--- config.mk ---
export PLATFORM = sky130hd
export DESIGN_NAME = clk_div_ctrl_flat
export DESIGN_NICKNAME = d
export VERILOG_FILES = /design/src/rtl/clk_div_ctrl_pkg.sv /design/src/rtl/clk_div_ctrl_if.sv /design/src/rtl/clk_div_ctrl_counter.sv /design/src/rtl/clk_div_ctrl.sv /design/src/flat_wrapper.sv
export SDC_FILE = /design/constraint.sdc
export NUM_CORES = 1
export LEC_CHECK = 0
export BUFFER_PORTS_ARGS = -buffer_cell sky130_fd_sc_hd__buf_2
export CAP_MARGIN = 20
export CORE_UTILIZATION = 60
export CTS_CLUSTER_DIAMETER = 50
export CTS_CLUSTER_SIZE = 30
export DETAILED_ROUTE_END_ITERATION = 16
export PLACE_DENSITY = 0.88
export SETUP_SLACK_MARGIN = 0.3
export SYNTH_ARGS = -nofsm -noshare
export SYNTH_HDL_FRONTEND = slang
export SYNTH_SLANG_ARGS = --single-unit
--- constraint.sdc ---
create_clock -name clk -period 4.6 [get_ports clk]
set_clock_uncertainty 0.1 [all_clocks]
set_input_delay 0 -clock clk [delete_from_list [all_inputs] [get_ports clk]]
set_output_delay 0 -clock clk [all_outputs]
set_load 0.05 [all_outputs]
--- src/rtl/clk_div_ctrl_pkg.sv ---
// ---------------------------------------------------------------------------
// clk_div_ctrl_pkg
// Shared definitions for the run-time clock divider controller.
//   DEF_DATA_WIDTH : default width of the divide ratio and internal counter
//   div_state_t    : controller states (IDLE / RUN / PEND)
// ---------------------------------------------------------------------------
package clk_div_ctrl_pkg;

   localparam int DEF_DATA_WIDTH = 8;

   typedef enum logic [1:0] {
      DIV_IDLE = 2'b00,   // stopped, ratio 0 or never configured
      DIV_RUN  = 2'b01,   // dividing with ratio_cur
      DIV_PEND = 2'b10    // dividing with ratio_cur, new ratio waiting for a period boundary
   } div_state_t;

endpackage

--- src/rtl/clk_div_ctrl_if.sv ---
// ---------------------------------------------------------------------------
// clk_div_ctrl_if
// Configuration handshake between a requester and the divider controller.
//   cfg_req   : requester -> controller, held high until cfg_ack is seen
//   cfg_ratio : requester -> controller, requested divide ratio N
//   cfg_ack   : controller -> requester, one-cycle pulse when N is applied
//   cfg_busy  : controller -> requester, high while an update is pending
// Modports: master (requester side), slave (controller side).
// ---------------------------------------------------------------------------
interface clk_div_ctrl_if
   import clk_div_ctrl_pkg::*;
#(
   parameter int DATA_WIDTH = DEF_DATA_WIDTH
);
   logic                  cfg_req;
   logic [DATA_WIDTH-1:0] cfg_ratio;
   logic                  cfg_ack;
   logic                  cfg_busy;

   modport master (
      output cfg_req,
      output cfg_ratio,
      input  cfg_ack,
      input  cfg_busy
   );

   modport slave (
      input  cfg_req,
      input  cfg_ratio,
      output cfg_ack,
      output cfg_busy
   );
endinterface

--- src/rtl/clk_div_ctrl_counter.sv ---
// ---------------------------------------------------------------------------
// clk_div_ctrl_counter
// Wrapping half-period counter: counts 0..ratio-1 while enabled and flags the
// last count.
//   clk      : system clock
//   reset    : asynchronous, active-low reset
//   enable   : advance the counter this cycle
//   clear    : synchronous restart at 0 (wins over enable)
//   ratio    : current divide ratio N (N >= 1 whenever enable is high)
//   terminal : combinational, cnt == N-1
// ---------------------------------------------------------------------------
module clk_div_ctrl_counter
   import clk_div_ctrl_pkg::*;
#(
   parameter int DATA_WIDTH = DEF_DATA_WIDTH
) (
   input  logic                  clk,
   input  logic                  reset,
   input  logic                  enable,
   input  logic                  clear,
   input  logic [DATA_WIDTH-1:0] ratio,
   output logic                  terminal
);

   localparam logic [DATA_WIDTH-1:0] ONE = DATA_WIDTH'(1);

   logic [DATA_WIDTH-1:0] cnt_reg;
   logic [DATA_WIDTH-1:0] last_cnt;

   // ratio 0 wraps last_cnt to all-ones; the controller never enables the
   // counter in that case, so the value is harmless.
   assign last_cnt = ratio - ONE;
   assign terminal = (cnt_reg == last_cnt);

   always_ff @(posedge clk or negedge reset) begin
      if (!reset) begin
         cnt_reg <= '0;
      end else if (clear) begin
         cnt_reg <= '0;
      end else if (enable) begin
         cnt_reg <= terminal ? '0 : cnt_reg + ONE;
      end
   end

endmodule

--- src/rtl/clk_div_ctrl.sv ---
// ---------------------------------------------------------------------------
// clk_div_ctrl
// Run-time controller for the programmable clock divider. Ratio updates are
// accepted over a req/ack handshake and applied only when clk_out falls at
// the end of a full period, so the divided clock never glitches.
//   clk       : system clock, all logic on the rising edge
//   reset     : asynchronous, active-low reset
//   enable    : run gate; low freezes the counter, clk_out and a pending apply
//   cfg       : configuration handshake (slave side)
//   ratio_cur : ratio currently in force
//   tick      : combinational, one cycle at the end of every N-cycle half-period
//   clk_out   : registered divided clock, fclk/(2N), 50% duty
// ---------------------------------------------------------------------------
module clk_div_ctrl
   import clk_div_ctrl_pkg::*;
#(
   parameter int DATA_WIDTH = DEF_DATA_WIDTH
) (
   input  logic                  clk,
   input  logic                  reset,
   input  logic                  enable,
   clk_div_ctrl_if.slave         cfg,
   output logic [DATA_WIDTH-1:0] ratio_cur,
   output logic                  tick,
   output logic                  clk_out
);

   div_state_t            state_reg, state_next;
   logic [DATA_WIDTH-1:0] ratio_reg, ratio_next;
   logic [DATA_WIDTH-1:0] pending_reg, pending_next;
   logic                  clk_out_reg, clk_out_next;
   logic                  ack_reg, ack_next;
   logic                  busy_reg, busy_next;

   logic                  running;
   logic                  terminal;
   logic                  cnt_clear;
   logic                  req_valid;
   logic                  apply_pend;

   // A request seen in the same cycle as our ack is the one just served.
   assign req_valid  = cfg.cfg_req & ~ack_reg;
   assign running    = (state_reg != DIV_IDLE);
   assign tick       = running & enable & terminal;
   // Switching only while clk_out is high and about to fall keeps the
   // current period whole.
   assign apply_pend = (state_reg == DIV_PEND) & tick & clk_out_reg;

   clk_div_ctrl_counter #(
      .DATA_WIDTH (DATA_WIDTH)
   ) u_counter (
      .clk      (clk),
      .reset    (reset),
      .enable   (running & enable),
      .clear    (cnt_clear),
      .ratio    (ratio_reg),
      .terminal (terminal)
   );

   // State register
   always_ff @(posedge clk or negedge reset) begin
      if (!reset) begin
         state_reg <= DIV_IDLE;
      end else begin
         state_reg <= state_next;
      end
   end

   // Next-state logic
   always_comb begin
      state_next = state_reg;
      unique case (state_reg)
         DIV_IDLE: begin
            if (req_valid) begin
               state_next = (cfg.cfg_ratio != '0) ? DIV_RUN : DIV_IDLE;
            end
         end
         DIV_RUN: begin
            if (req_valid) begin
               state_next = DIV_PEND;
            end
         end
         DIV_PEND: begin
            if (apply_pend) begin
               state_next = (pending_reg != '0) ? DIV_RUN : DIV_IDLE;
            end
         end
         default: state_next = DIV_IDLE;
      endcase
   end

   // Output / datapath next values
   always_comb begin
      ratio_next   = ratio_reg;
      pending_next = pending_reg;
      clk_out_next = clk_out_reg ^ tick;
      ack_next     = 1'b0;
      cnt_clear    = 1'b0;
      unique case (state_reg)
         DIV_IDLE: begin
            // Applies immediately; does not wait on enable.
            if (req_valid) begin
               ratio_next   = cfg.cfg_ratio;
               cnt_clear    = 1'b1;
               clk_out_next = 1'b0;
               ack_next     = 1'b1;
            end
         end
         DIV_RUN: begin
            if (req_valid) begin
               pending_next = cfg.cfg_ratio;
            end
         end
         DIV_PEND: begin
            if (apply_pend) begin
               ratio_next   = pending_reg;
               cnt_clear    = 1'b1;
               clk_out_next = 1'b0;
               ack_next     = 1'b1;
            end
         end
         default: begin
            ratio_next = ratio_reg;
         end
      endcase
      busy_next = (state_next == DIV_PEND);
   end

   always_ff @(posedge clk or negedge reset) begin
      if (!reset) begin
         ratio_reg   <= '0;
         pending_reg <= '0;
         clk_out_reg <= 1'b0;
         ack_reg     <= 1'b0;
         busy_reg    <= 1'b0;
      end else begin
         ratio_reg   <= ratio_next;
         pending_reg <= pending_next;
         clk_out_reg <= clk_out_next;
         ack_reg     <= ack_next;
         busy_reg    <= busy_next;
      end
   end

   assign ratio_cur    = ratio_reg;
   assign clk_out      = clk_out_reg;
   assign cfg.cfg_ack  = ack_reg;
   assign cfg.cfg_busy = busy_reg;

endmodule
--- src/flat_wrapper.sv ---
// flat-port wrapper written by rule: the top's interface ports become plain ports
module clk_div_ctrl_flat import clk_div_ctrl_pkg::*;
#(
   parameter int DATA_WIDTH = DEF_DATA_WIDTH
)
  (clk, reset, enable, ratio_cur, tick, clk_out, cfg_cfg_req, cfg_cfg_ratio, cfg_cfg_ack, cfg_cfg_busy);
  clk_div_ctrl_if #(.DATA_WIDTH(DATA_WIDTH)) cfg_i ();
  input  logic clk;
  input  logic reset;
  input  logic enable;
  output logic [DATA_WIDTH-1:0] ratio_cur;
  output logic tick;
  output logic clk_out;
  input wire logic [$bits(cfg_i.cfg_req)-1:0] cfg_cfg_req;
  input wire logic [$bits(cfg_i.cfg_ratio)-1:0] cfg_cfg_ratio;
  output wire logic [$bits(cfg_i.cfg_ack)-1:0] cfg_cfg_ack;
  output wire logic [$bits(cfg_i.cfg_busy)-1:0] cfg_cfg_busy;
  assign cfg_i.cfg_req = cfg_cfg_req;
  assign cfg_i.cfg_ratio = cfg_cfg_ratio;
  assign cfg_cfg_ack = cfg_i.cfg_ack;
  assign cfg_cfg_busy = cfg_i.cfg_busy;
  clk_div_ctrl #(.DATA_WIDTH(DATA_WIDTH)) u_core (.clk(clk), .reset(reset), .enable(enable), .cfg(cfg_i), .ratio_cur(ratio_cur), .tick(tick), .clk_out(clk_out));
endmodule
# [Word-level counts from Yosys, hierarchy flattened]
# Cells that the tools add are included.
[totals] word_cells=48 input_bits=12 reg_bits=29 output_inout_bits=12
[classes] reduce_logical=8 n_bitwise=7 add_sub_neg=2 n_eq_ne=6 mux=18
[op_table] op="$mux 8" n=5
[op_table] op="$pmux 8 s2" n=1
[op_table] op="$reduce_bool 8->1" n=2
[op_table] op="$add 8x1->8 const B" n=1
[op_table] op="$eq 8x8->1" n=1
[op_table] op="$sub 8x1->8 const B" n=1
[op_table] op="$mux 1" n=6
[op_table] op="$mux 2" n=3
[op_table] op="$pmux 2 s3" n=1
[op_table] op="$reduce_bool 2->1" n=3
[op_table] op="$and 1x1->1" n=5
[op_table] op="$eq 2x2->1 const B" n=2
[op_table] op="$ne 2x1->1 const B" n=2
[op_table] op="$pmux 1 s2" n=2
[op_table] op="$reduce_and 3->1" n=1
[op_table] op="$eq 2x1->1 const B" n=1
[op_table] op="$logic_not 2->1" n=1
[op_table] op="$reduce_and 2->1" n=1
[op_table] op="$not 1->1" n=1
[op_table] op="$xor 1x1->1" n=1

# [Longest topological paths before layout]
[depth] word_depth=8 ltp_mapped=11 mapped_depth_nobuf=9

# [Cells and area by module]
# From an unflattened synthesis, not the netlist that was laid out.
[unflattened] cells_unflattened=156 hier_area_um2=1710.4
[by_module_without_submodules] mod="clk_div_ctrl" area_per_inst_um2=989.7 cells_each=71 seq_area_each_um2=525.5 instances=1
[by_module_without_submodules] mod="clk_div_ctrl_counter" area_per_inst_um2=720.7 cells_each=85 seq_area_each_um2=200.2 instances=1

# [Worst setup path before layout]
# No wires, ideal clock.
[synth_timing] path_type="reg2reg" from="register u_core.ratio_reg[0] (netlist: u_core.ratio_cur[0])" to="register u_core.busy_reg (netlist: u_core.cfg.cfg_busy)" synth_period_minus_slack_ns=3.011 required_time_ns=4.382 setup_time_ns=0.118 arrival_ns=2.793 n_path_buf=1 stages_incl_launch_ff=11 slack_ns=1.589 cell_sequence="dfrtp_1 inv_1 ha_1 buf_2 o21bai_1 a211o_2 a21oi_2 nor2_4 nor3_4 nand2_1 a21o_1"
[synth_via] elab_chain_len=8
[synth_lines] element="start, declared" line_no="clk_div_ctrl.sv:29" source="logic [DATA_WIDTH-1:0] ratio_reg, ratio_next;"
[synth_lines] element="start signal, assigned" line_no="clk_div_ctrl.sv:137" source="ratio_reg <= ratio_next;"
[synth_lines] element="$sub 8x1->8" line_no="clk_div_ctrl_counter.sv:32" source="assign last_cnt = ratio - ONE;"
[synth_lines] element="$eq 8x8->1" line_no="clk_div_ctrl_counter.sv:33" source="assign terminal = (cnt_reg == last_cnt);"
[synth_lines] element="$and 1x1->1" line_no="clk_div_ctrl.sv:44" source="assign tick = running & enable & terminal;"
[synth_lines] element="named net tick" line_no="flat_wrapper.sv:12" source="output logic tick;"
[synth_lines] element="$and 1x1->1 (2 in series)" line_no="clk_div_ctrl.sv:47" source="assign apply_pend = (state_reg == DIV_PEND) & tick & clk_out_reg;"
[synth_lines] element="$mux 2" line_no="clk_div_ctrl.sv:84" source="if (apply_pend) begin"
[synth_lines] element="$pmux 2 s3" line_no="clk_div_ctrl.sv:72" source="unique case (state_reg)"
[synth_lines] element="$eq 2x2->1" line_no="clk_div_ctrl.sv:126" source="busy_next = (state_next == DIV_PEND);"
[synth_lines] element="named net u_core.busy_next" line_no="clk_div_ctrl.sv:33" source="logic busy_reg, busy_next;"
[synth_lines] element="end signal, assigned" line_no="clk_div_ctrl.sv:141" source="busy_reg <= busy_next;"
[synth_lines] element="end, declared" line_no="clk_div_ctrl.sv:33"
# The timed path passes the listed nets, and every way through them passes these cells.
# A chain may end at the register's enable or synchronous reset.

# [Worst setup path in the final report]
[layout_timing] from="register u_core.ratio_reg[0] (netlist: u_core.ratio_cur[0])" to="register u_core.ratio_reg[7] (netlist: u_core.ratio_cur[7])"
[layout_via] elab_chain_len=7
[layout_lines] element="$sub 8x1->8" line_no="clk_div_ctrl_counter.sv:32"
[layout_lines] element="$eq 8x8->1" line_no="clk_div_ctrl_counter.sv:33"
[layout_lines] element="$and 1x1->1" line_no="clk_div_ctrl.sv:44"
[layout_lines] element="$and 1x1->1 (2 in series)" line_no="clk_div_ctrl.sv:47"
[layout_lines] element="$ne 2x1->1 (no source line)"
[layout_lines] element="$reduce_and 3->1 (no source line)"
# Every way passes these cells.

==> reports/summary.txt <==
LOGIC SYNTHESIS
--------------------------------------------------------------------------------------
Number of synthesized register bits .....................................           29
Number of warnings reported in the yosys synthesis log ..................            0
Yosys cell types ........................................................           45
Synthesized Nets ........................................................          173
Flip-flop cell with the highest count after synthesis ................... sky130_fd_sc_hd__dfrtp_1
Post-synthesis average cell area ........................................    11.02 um2
Proportion of synthesized chip area in sequential cells .................       41.40%
Synth Cell Area .........................................................     1753 um2
Share of synthesized registers carrying an async set or reset ...........       100.0%
Count of mapped cells out of synthesis ..................................          159
Number of enable-type register cells in the synthesized netlist .........            0

HOLD PATH
--------------------------------------------------------------------------------------
Path category of the worst min-delay check .............................. input port to flip-flop
Hold Path Origin ........................................................  cfg_cfg_req

WORST SETUP PATH
--------------------------------------------------------------------------------------
Kind of cell adding the most delay to the critical path ................. compound AO/OA/AOI/OAI gates
Launching element type of the critical path .............................    flip-flop
Worst reg2reg setup slack ...............................................      1.69 ns
WP data arrival .........................................................      3.03 ns
Maximum fanout along the worst path .....................................            9
Worst path cell trace ................................................... inv_1 -> ha_1 -> o21bai_1 -> a211o_2 -> a21oi_2 -> nor2_4 -> nor2_4 -> a41o_1 -> mux2_4
Crit Reg-Reg Startpoint ................................................. u_core.ratio_cur[0]$_DFFE_PN0P_
Worst setup path start .................................................. u_core.ratio_cur[0]$_DFFE_PN0P_
Critical path endpoint category .........................................    flip-flop
WS Path Type ............................................................ flip-flop to flip-flop
Required time at the worst-slack endpoint ...............................      4.72 ns
Most frequent cell on the critical path ................................. sky130_fd_sc_hd__nor2_4
Crit path buffers/inverters .............................................            1
Cell type of the slowest stage on the worst timing path ................. sky130_fd_sc_hd__a41o_1
Critical path's largest stage delay .....................................      0.53 ns

POWER
--------------------------------------------------------------------------------------
Pwr/cell area ........................................................... 696.1 nW/um2
Static Leak .............................................................    0.9366 nW
Design Power ............................................................     1.418 mW
VDD IR max ..............................................................    0.6825 mV

CLOCKING
--------------------------------------------------------------------------------------
Number of clock sinks ...................................................           29
TritonCTS clock tree ....................................................         done
Number of buffers created by CTS ........................................            5
Clock slew at the register clock pins of the worst setup and hold paths .      0.09 ns
Cell at the root of the clock tree ...................................... sky130_fd_sc_hd__clkbuf_4
Clock Path Buffers ......................................................            2
H-tree lvl count ........................................................            2
Source-to-sink clock delay at the later pin of the worst-skew pair ......      0.32 ns

TIMING
--------------------------------------------------------------------------------------
Fin crit share ..........................................................       63.36%
Final hold violation count ..............................................            0
Maximum clock frequency .................................................    343.1 MHz
Final setup violation count .............................................            0
Setup Total Neg Slack ...................................................         0 ns
Post-route setup slack ..................................................     1.686 ns
Slew Limit Headroom .....................................................       50.55%
Max-slew violation total from the final report ..........................            0
Tmin final ..............................................................     2.914 ns
Hold WS .................................................................   0.08069 ns
Slew at the pin closest to its max-slew limit ...........................    0.7341 ns
Setup repair after global routing missed its margin .....................           no

FINAL LAYOUT
--------------------------------------------------------------------------------------
Antenna Diode Count .....................................................            0
Synthesis-to-layout area growth .........................................       16.20%
Most common library cell in the layout ignoring fill and taps ........... sky130_fd_sc_hd__dfrtp_1
Storage element area ....................................................    725.7 um2
Count of placed standard cells in the final layout, fillers left out ....          224
Final design utilization ................................................       73.87%
Post-route design area ..................................................     2037 um2
Most frequent cells in the layout ....................................... 29 x sky130_fd_sc_hd__dfrtp_1, 23 x sky130_fd_sc_hd__buf_2, 14 x sky130_fd_sc_hd__mux2_2
Share of layout cells above drive strength 1 ............................       32.64%
Net count of the finished layout ........................................          206
Filler cells ............................................................          181
Area taken by multi-input logic gates ...................................    968.4 um2

DETAILED ROUTING
--------------------------------------------------------------------------------------
Vias ....................................................................         1359
Router iterations before antenna repair .................................            4
Drt total wl ............................................................      3837 um
Number of DRC violations after detailed-routing iteration 0 .............           43
Number of nets still failing antenna checks after routing ...............            0
Post-DR wirelength/cell .................................................     17.13 um
Drt via density .........................................................        6.067
Post-route DRC violation count ..........................................            0

FLOORPLANNING
--------------------------------------------------------------------------------------
Die boundary width ......................................................     56.05 um
Initial standard-cell utilization of the core ...........................       63.57%
Number of cell rows .....................................................           19
Area enclosed by the die boundary .......................................     3142 um2
Placeable core region ...................................................     2758 um2
Die height ..............................................................     56.05 um
Count of boundary I/O pins ..............................................           24

GLOBAL ROUTE
--------------------------------------------------------------------------------------
Grt ovf .................................................................            0
Number of antenna violations at the first check in global routing .......            0
First-pass GRT wire length ..............................................      6486 um
GRT Util Overall ........................................................       27.55%
Pin count of the biggest net entering global routing ....................           30
Number of global-route vias before repair ...............................         1347

PLACE
--------------------------------------------------------------------------------------
GPL Wtd Cong ............................................................       0.8890
Cell area after placement ...............................................     1867 um2
HPWL after DPL ..........................................................      2669 um
Post-Place Setup Slack ..................................................     1.716 ns
Cell count after placement ..............................................          206
IO Port Bufs ............................................................           23

RUN STATUS
--------------------------------------------------------------------------------------
Result of the run .......................................................    completed

RUN
--------------------------------------------------------------------------------------
Total of max-cap violations .............................................            0

where the power goes:
group          internal [mW]  switching [mW]
Sequential             0.358           0.151
Clock                 0.0884          0.0850
Combinational          0.309           0.427
synthesized netlist by cell type, types with 2 or more instances:
cell type                  number  area share, %
sky130_fd_sc_hd__dfrtp_1       29             41
sky130_fd_sc_hd__mux2_2        14            9.0
sky130_fd_sc_hd__nand2_1       11            2.4
sky130_fd_sc_hd__xnor2_1        8            4.0
sky130_fd_sc_hd__xor2_1         7            3.5
sky130_fd_sc_hd__mux2_4         6            5.1
sky130_fd_sc_hd__nor3_1         6            1.7
sky130_fd_sc_hd__a21oi_1        5            1.4
sky130_fd_sc_hd__mux2i_1        5            2.9
sky130_fd_sc_hd__nand3_1        5            1.4
sky130_fd_sc_hd__nor2_1         5            1.1
sky130_fd_sc_hd__nor4_1         5            1.8
sky130_fd_sc_hd__a211oi_1       4            1.7
sky130_fd_sc_hd__a21o_1         3            1.3
sky130_fd_sc_hd__clkbuf_1       3           0.64
sky130_fd_sc_hd__inv_1          3           0.64
sky130_fd_sc_hd__nor2b_1        3            1.1
sky130_fd_sc_hd__buf_2          2           0.57
sky130_fd_sc_hd__buf_6          2            1.3
sky130_fd_sc_hd__ha_1           2            1.4
sky130_fd_sc_hd__nand2b_1       2           0.71
sky130_fd_sc_hd__nand4_1        2           0.71
sky130_fd_sc_hd__nor2_4         2            1.3
sky130_fd_sc_hd__nor3b_1        2           0.86
sky130_fd_sc_hd__o21ai_0        2           0.57
sky130_fd_sc_hd__o31ai_1        2           0.86
tightest hold or removal path, delay by kind of cell:
family | cells | cell delay (ns)
compound gates | 2 | 0.26
simple gates | 1 | 0.12
buf+inv | 1 | 0.08
what timing repair did:
item | CTS | global route
hold buffers | 10 | 0
buffers inserted | 0 | 0
setup endpoints to repair | 0 | 0
resized for setup | 0 | 0
hold endpoints to repair | 47 | 0
cell type report:
cell class	count	share of cell area [%]
sequential	29	35.63
timing repair buffer	34	10.93
multi-input combinational	119	47.54
inverter	3	0.5528
tap	31	1.904
clock buffer	7	3.194
clock inverter	1	0.2457
path summary, 6_finish.rpt:
path	to	cells after the start
worst min register to register	u_core.pending_reg[4]$_DFFE_PN0P_	1
worst min-delay path	u_core.state_reg[0]$_DFF_PN0_	4
worst max-delay path	u_core.ratio_cur[7]$_DFFE_PN0P_	9
worst max register to register	u_core.ratio_cur[7]$_DFFE_PN0P_	9
max in group asynchronous	u_core.pending_reg[3]$_DFFE_PN0P_	2
min in group asynchronous	u_core.u_counter.cnt_reg[5]$_DFFE_PN0P_	2
per-layer routing:
| layer | share of wire, % | vias to the layer above | global-route usage, % |
|---|---|---|---|
| met3 | 4.2 | 6 | 7.907 |
| met4 | 0.94 | 0 | 8.362 |
| li1 | - | 643 | - |
| met1 | 42 | 666 | 35.23 |
| met5 | 0 | - | 0 |
| met2 | 53 | 44 | 45.41 |
kinds of logic after synthesis:
kind of cell | count (synthesis) | share of synthesized area (%)
buffers and inverters | 11 | 3.354
flip-flops | 29 | 41.40
AO/OA/AOI/OAI | 25 | 10.85
multiplexers | 25 | 16.99
adder cells (fa/ha/maj) | 2 | 1.427
XOR/XNOR | 15 | 7.495
AND/OR/NAND/NOR | 52 | 18.49
(Power assumes the default switching activity.)
